## src/rtl/poly_mem_reader_if.sv

```systemverilog
// rtl/poly_mem_reader_if.sv - control, memory read port and output stream bundle for poly_mem_reader
`timescale 1ns/1ps
interface poly_mem_reader_if #(
  parameter int RAM_WIDTH     = 13,
  parameter int RAM_ADDR_BITS = 11
);
  // Transfer control
  logic                     start;
  logic [RAM_ADDR_BITS-1:0] base_addr;
  logic [RAM_ADDR_BITS-1:0] len;
  logic                     abort;
  logic                     busy;
  logic                     done;
  // Distributed-RAM asynchronous read port
  logic [RAM_ADDR_BITS-1:0] read_address;
  logic [RAM_WIDTH-1:0]     read_data;
  // Output stream
  logic [RAM_WIDTH-1:0]     out_data;
  logic                     out_valid;
  logic                     out_ready;
  logic                     out_last;

  // Reader side
  modport master (
    input  start, base_addr, len, abort, read_data, out_ready,
    output busy, done, read_address, out_data, out_valid, out_last
  );

  // Controller, memory and consumer side
  modport slave (
    output start, base_addr, len, abort, read_data, out_ready,
    input  busy, done, read_address, out_data, out_valid, out_last
  );
endinterface

```

## src/rtl/poly_mem_reader.sv

```systemverilog
// rtl/poly_mem_reader.sv - streams a coefficient block out of distributed RAM with backpressure
`timescale 1ns/1ps
module poly_mem_reader #(
  parameter int RAM_WIDTH     = 13,
  parameter int RAM_ADDR_BITS = 11
) (
  input  logic              clk,
  input  logic              rst,
  poly_mem_reader_if.master bus
);

  typedef enum logic [1:0] {IDLE, READ, DRAIN, FIN} state_t;

  state_t                   state;
  state_t                   state_next;
  logic                     take_start;
  logic                     load;
  logic                     clear_out;
  logic [RAM_ADDR_BITS-1:0] read_address;
  logic [RAM_ADDR_BITS-1:0] remaining;
  logic [RAM_WIDTH-1:0]     out_data;
  logic                     out_valid;
  logic                     out_last;

  // State register
  always_ff @(posedge clk or posedge rst) begin
    if (rst) begin
      state <= IDLE;
    end else begin
      state <= state_next;
    end
  end

  // Next state and datapath strobes; abort outranks both a load and the final beat
  always_comb begin
    state_next = state;
    take_start = 1'b0;
    load       = 1'b0;
    clear_out  = 1'b0;
    case (state)
      IDLE: begin
        if (bus.start) begin
          if (bus.len != '0) begin
            take_start = 1'b1;
            state_next = READ;
          end else begin
            state_next = FIN;
          end
        end
      end
      READ: begin
        if (bus.abort) begin
          clear_out  = 1'b1;
          state_next = IDLE;
        end else if (!out_valid || bus.out_ready) begin
          load = 1'b1;
          if (remaining == RAM_ADDR_BITS'(1)) begin
            state_next = DRAIN;
          end
        end
      end
      DRAIN: begin
        if (bus.abort) begin
          clear_out  = 1'b1;
          state_next = IDLE;
        end else if (bus.out_ready) begin
          clear_out  = 1'b1;
          state_next = FIN;
        end
      end
      FIN: begin
        state_next = IDLE;
      end
      default: begin
        state_next = IDLE;
      end
    endcase
  end

  // Address/count bookkeeping and the registered output word
  always_ff @(posedge clk or posedge rst) begin
    if (rst) begin
      read_address <= '0;
      remaining    <= '0;
      out_data     <= '0;
      out_valid    <= 1'b0;
      out_last     <= 1'b0;
    end else begin
      if (take_start) begin
        read_address <= bus.base_addr;
        remaining    <= bus.len;
      end
      if (load) begin
        out_data     <= bus.read_data;
        out_valid    <= 1'b1;
        out_last     <= (remaining == RAM_ADDR_BITS'(1));
        read_address <= read_address + RAM_ADDR_BITS'(1);
        remaining    <= remaining - RAM_ADDR_BITS'(1);
      end
      if (clear_out) begin
        out_valid <= 1'b0;
        out_last  <= 1'b0;
      end
    end
  end

  assign bus.read_address = read_address;
  assign bus.out_data     = out_data;
  assign bus.out_valid    = out_valid;
  assign bus.out_last     = out_last;
  assign bus.busy         = (state != IDLE);
  assign bus.done         = (state == FIN);

endmodule

```

## src/flat_wrapper.sv

```systemverilog
// flat-port wrapper written by rule: the top's interface ports become plain ports
module poly_mem_reader_flat 
#(
  parameter int RAM_WIDTH     = 13,
  parameter int RAM_ADDR_BITS = 11
)
  (clk, rst, bus_start, bus_base_addr, bus_len, bus_abort, bus_read_data, bus_out_ready, bus_busy, bus_done, bus_read_address, bus_out_data, bus_out_valid, bus_out_last);
  poly_mem_reader_if #(.RAM_WIDTH(RAM_WIDTH), .RAM_ADDR_BITS(RAM_ADDR_BITS)) bus_i ();
  input  logic clk;
  input  logic rst;
  input wire logic [$bits(bus_i.start)-1:0] bus_start;
  input wire logic [$bits(bus_i.base_addr)-1:0] bus_base_addr;
  input wire logic [$bits(bus_i.len)-1:0] bus_len;
  input wire logic [$bits(bus_i.abort)-1:0] bus_abort;
  input wire logic [$bits(bus_i.read_data)-1:0] bus_read_data;
  input wire logic [$bits(bus_i.out_ready)-1:0] bus_out_ready;
  output wire logic [$bits(bus_i.busy)-1:0] bus_busy;
  output wire logic [$bits(bus_i.done)-1:0] bus_done;
  output wire logic [$bits(bus_i.read_address)-1:0] bus_read_address;
  output wire logic [$bits(bus_i.out_data)-1:0] bus_out_data;
  output wire logic [$bits(bus_i.out_valid)-1:0] bus_out_valid;
  output wire logic [$bits(bus_i.out_last)-1:0] bus_out_last;
  assign bus_i.start = bus_start;
  assign bus_i.base_addr = bus_base_addr;
  assign bus_i.len = bus_len;
  assign bus_i.abort = bus_abort;
  assign bus_i.read_data = bus_read_data;
  assign bus_i.out_ready = bus_out_ready;
  assign bus_busy = bus_i.busy;
  assign bus_done = bus_i.done;
  assign bus_read_address = bus_i.read_address;
  assign bus_out_data = bus_i.out_data;
  assign bus_out_valid = bus_i.out_valid;
  assign bus_out_last = bus_i.out_last;
  poly_mem_reader #(.RAM_WIDTH(RAM_WIDTH), .RAM_ADDR_BITS(RAM_ADDR_BITS)) u_core (.clk(clk), .rst(rst), .bus(bus_i));
endmodule
```

## config.mk

```make
export PLATFORM = sky130hd
export DESIGN_NAME = poly_mem_reader_flat
export DESIGN_NICKNAME = d
export VERILOG_FILES = /design/src/rtl/poly_mem_reader_if.sv /design/src/rtl/poly_mem_reader.sv /design/src/flat_wrapper.sv
export SDC_FILE = /design/constraint.sdc
export NUM_CORES = 1
export LEC_CHECK = 0
export ABC_AREA = 1
export CORE_AREA = 2 2 75 77
export DETAILED_ROUTE_END_ITERATION = 8
export DIE_AREA = 0 0 77 79
export PLACE_DENSITY = 0.77
export RECOVER_POWER = 25
export SLEW_MARGIN = 20
export SYNTH_ARGS = -nofsm -noshare
export SYNTH_HDL_FRONTEND = slang
export SYNTH_SLANG_ARGS = --single-unit
```

## constraint.sdc

```tcl
create_clock -name clk -period 2.1 [get_ports clk]
set_input_delay 0.21 -clock clk [delete_from_list [all_inputs] [get_ports clk]]
set_output_delay 0.21 -clock clk [all_outputs]
set_load 0.1 [all_outputs]
```

==> results of run 1 <==
## state kept, by name, summed over array words and instances, names as in the netlist
name / count
u_core.bus.out_valid: 1
u_core.bus.out_data: 13
u_core.state: 2
u_core.bus.read_address: 11
u_core.bus.out_last: 1
u_core.remaining: 11
## cells by family (layout without fill, tap and decap cells)
family                   Yosys count  in the layout  synth area share [%]
AO/OA/AOI/OAI                     26             26                 7.025
AND/OR/NAND/NOR                  221            221                 40.69
XOR/XNOR                           1              1                0.3513
buffers and inverters             47            117                 8.780
adder cells (fa/ha/maj)            8              8                 4.014
flip-flops                        39             39                 39.14
## synth_stat cells, types with 2 or more instances
cell      instances
nand2_1         129
nand3_1          40
dfrtp_1          39
inv_1            36
nor2_1           21
nand4_1          11
o21ai_0          10
o21ai_2           9
ha_1              8
buf_2             4
nand2_2           4
buf_6             3
a21oi_1           2
nand2_8           2
nand3_2           2
nor2_2            2
nor2_4            2
o211ai_1          2
or2_2             2
## stage by stage
step	hold slack [ns]	setup slack (ns)	cell area (um2)	util (%)	instances
2_1_floorplan	0.3196	0.07523	2494	-	342
3_3_place_gp	0.4690	0.2882	3154	59.10	476
3_5_place_dp	0.4735	0.2099	3154	59.10	476
4_1_cts	0.3640	0.2504	3272	61.30	484
5_1_grt	0.4473	0.1061	3269	61.25	484
6_report	0.4448	0.2365	3269	61.25	484
## worst paths after layout
path / from / endpoint / depth (start not counted)
min: bus_read_data[5] / u_core.bus.out_data[5]$_DFFE_PP0P_ / 3
min reg2reg: u_core.bus.out_data[3]$_DFFE_PP0P_ / u_core.bus.out_data[3]$_DFFE_PP0P_ / 2
max in group asynchronous: rst / u_core.bus.read_address[7]$_DFFE_PP0P_ / 3
max reg2reg: u_core.state[1]$_DFFE_PP0P_ / u_core.remaining[8]$_DFFE_PP0P_ / 9
min in group asynchronous: rst / u_core.bus.read_address[10]$_DFFE_PP0P_ / 3
max: u_core.state[1]$_DFFE_PP0P_ / u_core.remaining[8]$_DFFE_PP0P_ / 9
## layout make-up
cell class	count	area (um2)
Inverter	37	138.9
Clock inverter	2	35.03
Fill cell	494	2068
Tap cell	72	90.09
Multi-Input combinational cell	256	1299
Sequential cell	39	975.9
Clock buffer	6	82.58
Timing Repair Buffer	72	648.1
## worst min-delay path: stages
cell             delay [ns]
clkdlybuf4s50_1        0.39
nand2_1                0.06
nand2_1                0.04
## per-layer routing
| layer | share of wire, % | vias to the layer above | GRT usage, % | wire, um |
|---|---|---|---|---|
| met3 | 5.4 | 4 | 4.205 | 326 |
| met1 | 44 | 1115 | 26.26 | 2675 |
| met5 | 0 | - | 0 | 0 |
| met2 | 49 | 73 | 37.02 | 2980 |
| li1 | - | 1226 | - | - |
| met4 | 0.85 | 0 | 4.821 | 51 |
==> impl_metrics.ini, run 1 <==
[outcome]
status = complete, no violations

[sta]
maxSlewHeadroom_pct = 35.36
finalSetupViolCount = 0
finalCritPeriodShare_pct = 88.74
final_hold_viol_count = 0
timing.fmax_mhz = 536.6
drv_slew = 0
worst-slew-pin-transition_ns = 0.9697
finalSetupTns_ns = 0
finalCriticalPeriod_ns = 1.864
skew_ns = 0.004765
rsz0062_at_grt = no

[layout]
num-nets-final = 459
area_growth_pct = 31.11
layout_common_cells = 129 x nand2_1, 40 x nand3_1, 39 x dfrtp_1
drive_above_1_share_pct = 16.50
final_common_cell = nand2_1
diodes = 0

[logic_synthesis]
synth_top_area_cell = dfrtp_1
ys_async_sr_fraction_pct = 100.0
ys_ff_latch = 39
syn-instance-count = 342
synth_edf_count = 0
postSynthAreaPerCell_um2 = 7.291
synth-warning-count = 0
synth_fp_nets = 390
yosys-top-cells-area = dfrtp_1 39%, nand2_1 19%, nand3_1 8.0%, inv_1 5.4%, ha_1 4.0%
synth_top_flop_cell = dfrtp_1
yosysSeqAreaShare_pct = 39.14
synth_top_area_share_pct = 39.14
synth_cell_types = 33
syn_area_um2 = 2494

[critical_path]
r2r_slack_ns = 0.24
slowest_stage = dfrtp_1
endpoint_kind = flop
path_common_cell = nand3_1
critPathLaunchType = flop
critPathKind = flop to flop
crit_fanout = 26
slowest_delay_ns = 0.39
cp_data_required_time_ns = 2.28
worstPathArrival_ns = 2.04
crit_buf_inv = 3
path_delay_family = simple AND/OR/NAND/NOR gates
path_cells = inv_1 -> ha_1 -> inv_1 -> nor2_4 -> nand2_2 -> buf_4 -> nand3_1 -> nand3_1 -> nand3_1

[route]
wirelength_um = 6034
antenna_left = 0
drc = 0
vias = 2418
firstDrtPassIters = 4
wire_per_inst_um = 12.47
via_per_inst = 4.996
drt_iter0_markers = 107

[floorplanning]
io_pins = 68
dieArea_um2 = 6083
die_x_um = 77
die_y_um = 79
rows = 27
start_util_pct = 46.72
core_um2 = 5338

[placed_design]
globalplace.congestion = 0.8479
io_buffers = 67
post-dp-hpwl_um = 4450

[clock_tree]
holdBufCountCts = 0
cts.htree.levels = 2
cts_setup_buffers = 0
clk-insertion-delay-late_ns = 0.29
clockBufferDepth = 2
cts_buffers = 5
cts-root-buf = clkbuf_8
cts_resized = 0
cts_tree = yes
cts_sinks = 39
path_clk_slew_ns = 0.08

[grt]
grt_usage_pct = 20.83
antenna_found_initial = 0
grt_first_pass_wirelength_um = 10300
gr-total-overflow = 0
grt_max_degree = 40
grt_pass1_vias = 2314

[run]
drv_cap = 0

[hold_path]
hp-class = input port to flop
Power of run 1 is not shown: default switching activity piles up to over one toggle a cycle in this logic, so the estimate is an artifact.
==> run 2: changes to the inputs <==
--- a/config.mk
+++ b/config.mk
@@ -15,3 +15,4 @@
 export SYNTH_ARGS = -nofsm -noshare
 export SYNTH_HDL_FRONTEND = slang
 export SYNTH_SLANG_ARGS = --single-unit
+export TNS_END_PERCENT = 100
==> results of run 2 <==
No change in the layout: final DEF, timing and power equal those of run 1.
Power of run 2 is left out for the same reason.
==> run 3: changes to the inputs <==
--- a/config.mk
+++ b/config.mk
@@ -11,6 +11,7 @@
 export DIE_AREA = 0 0 77 79
 export PLACE_DENSITY = 0.77
 export RECOVER_POWER = 25
+export SETUP_SLACK_MARGIN = 0.05
 export SLEW_MARGIN = 20
 export SYNTH_ARGS = -nofsm -noshare
 export SYNTH_HDL_FRONTEND = slang
==> results of run 3 <==
No change in the layout: final DEF, timing and power equal those of run 1.
Power of run 3 is left out for the same reason.
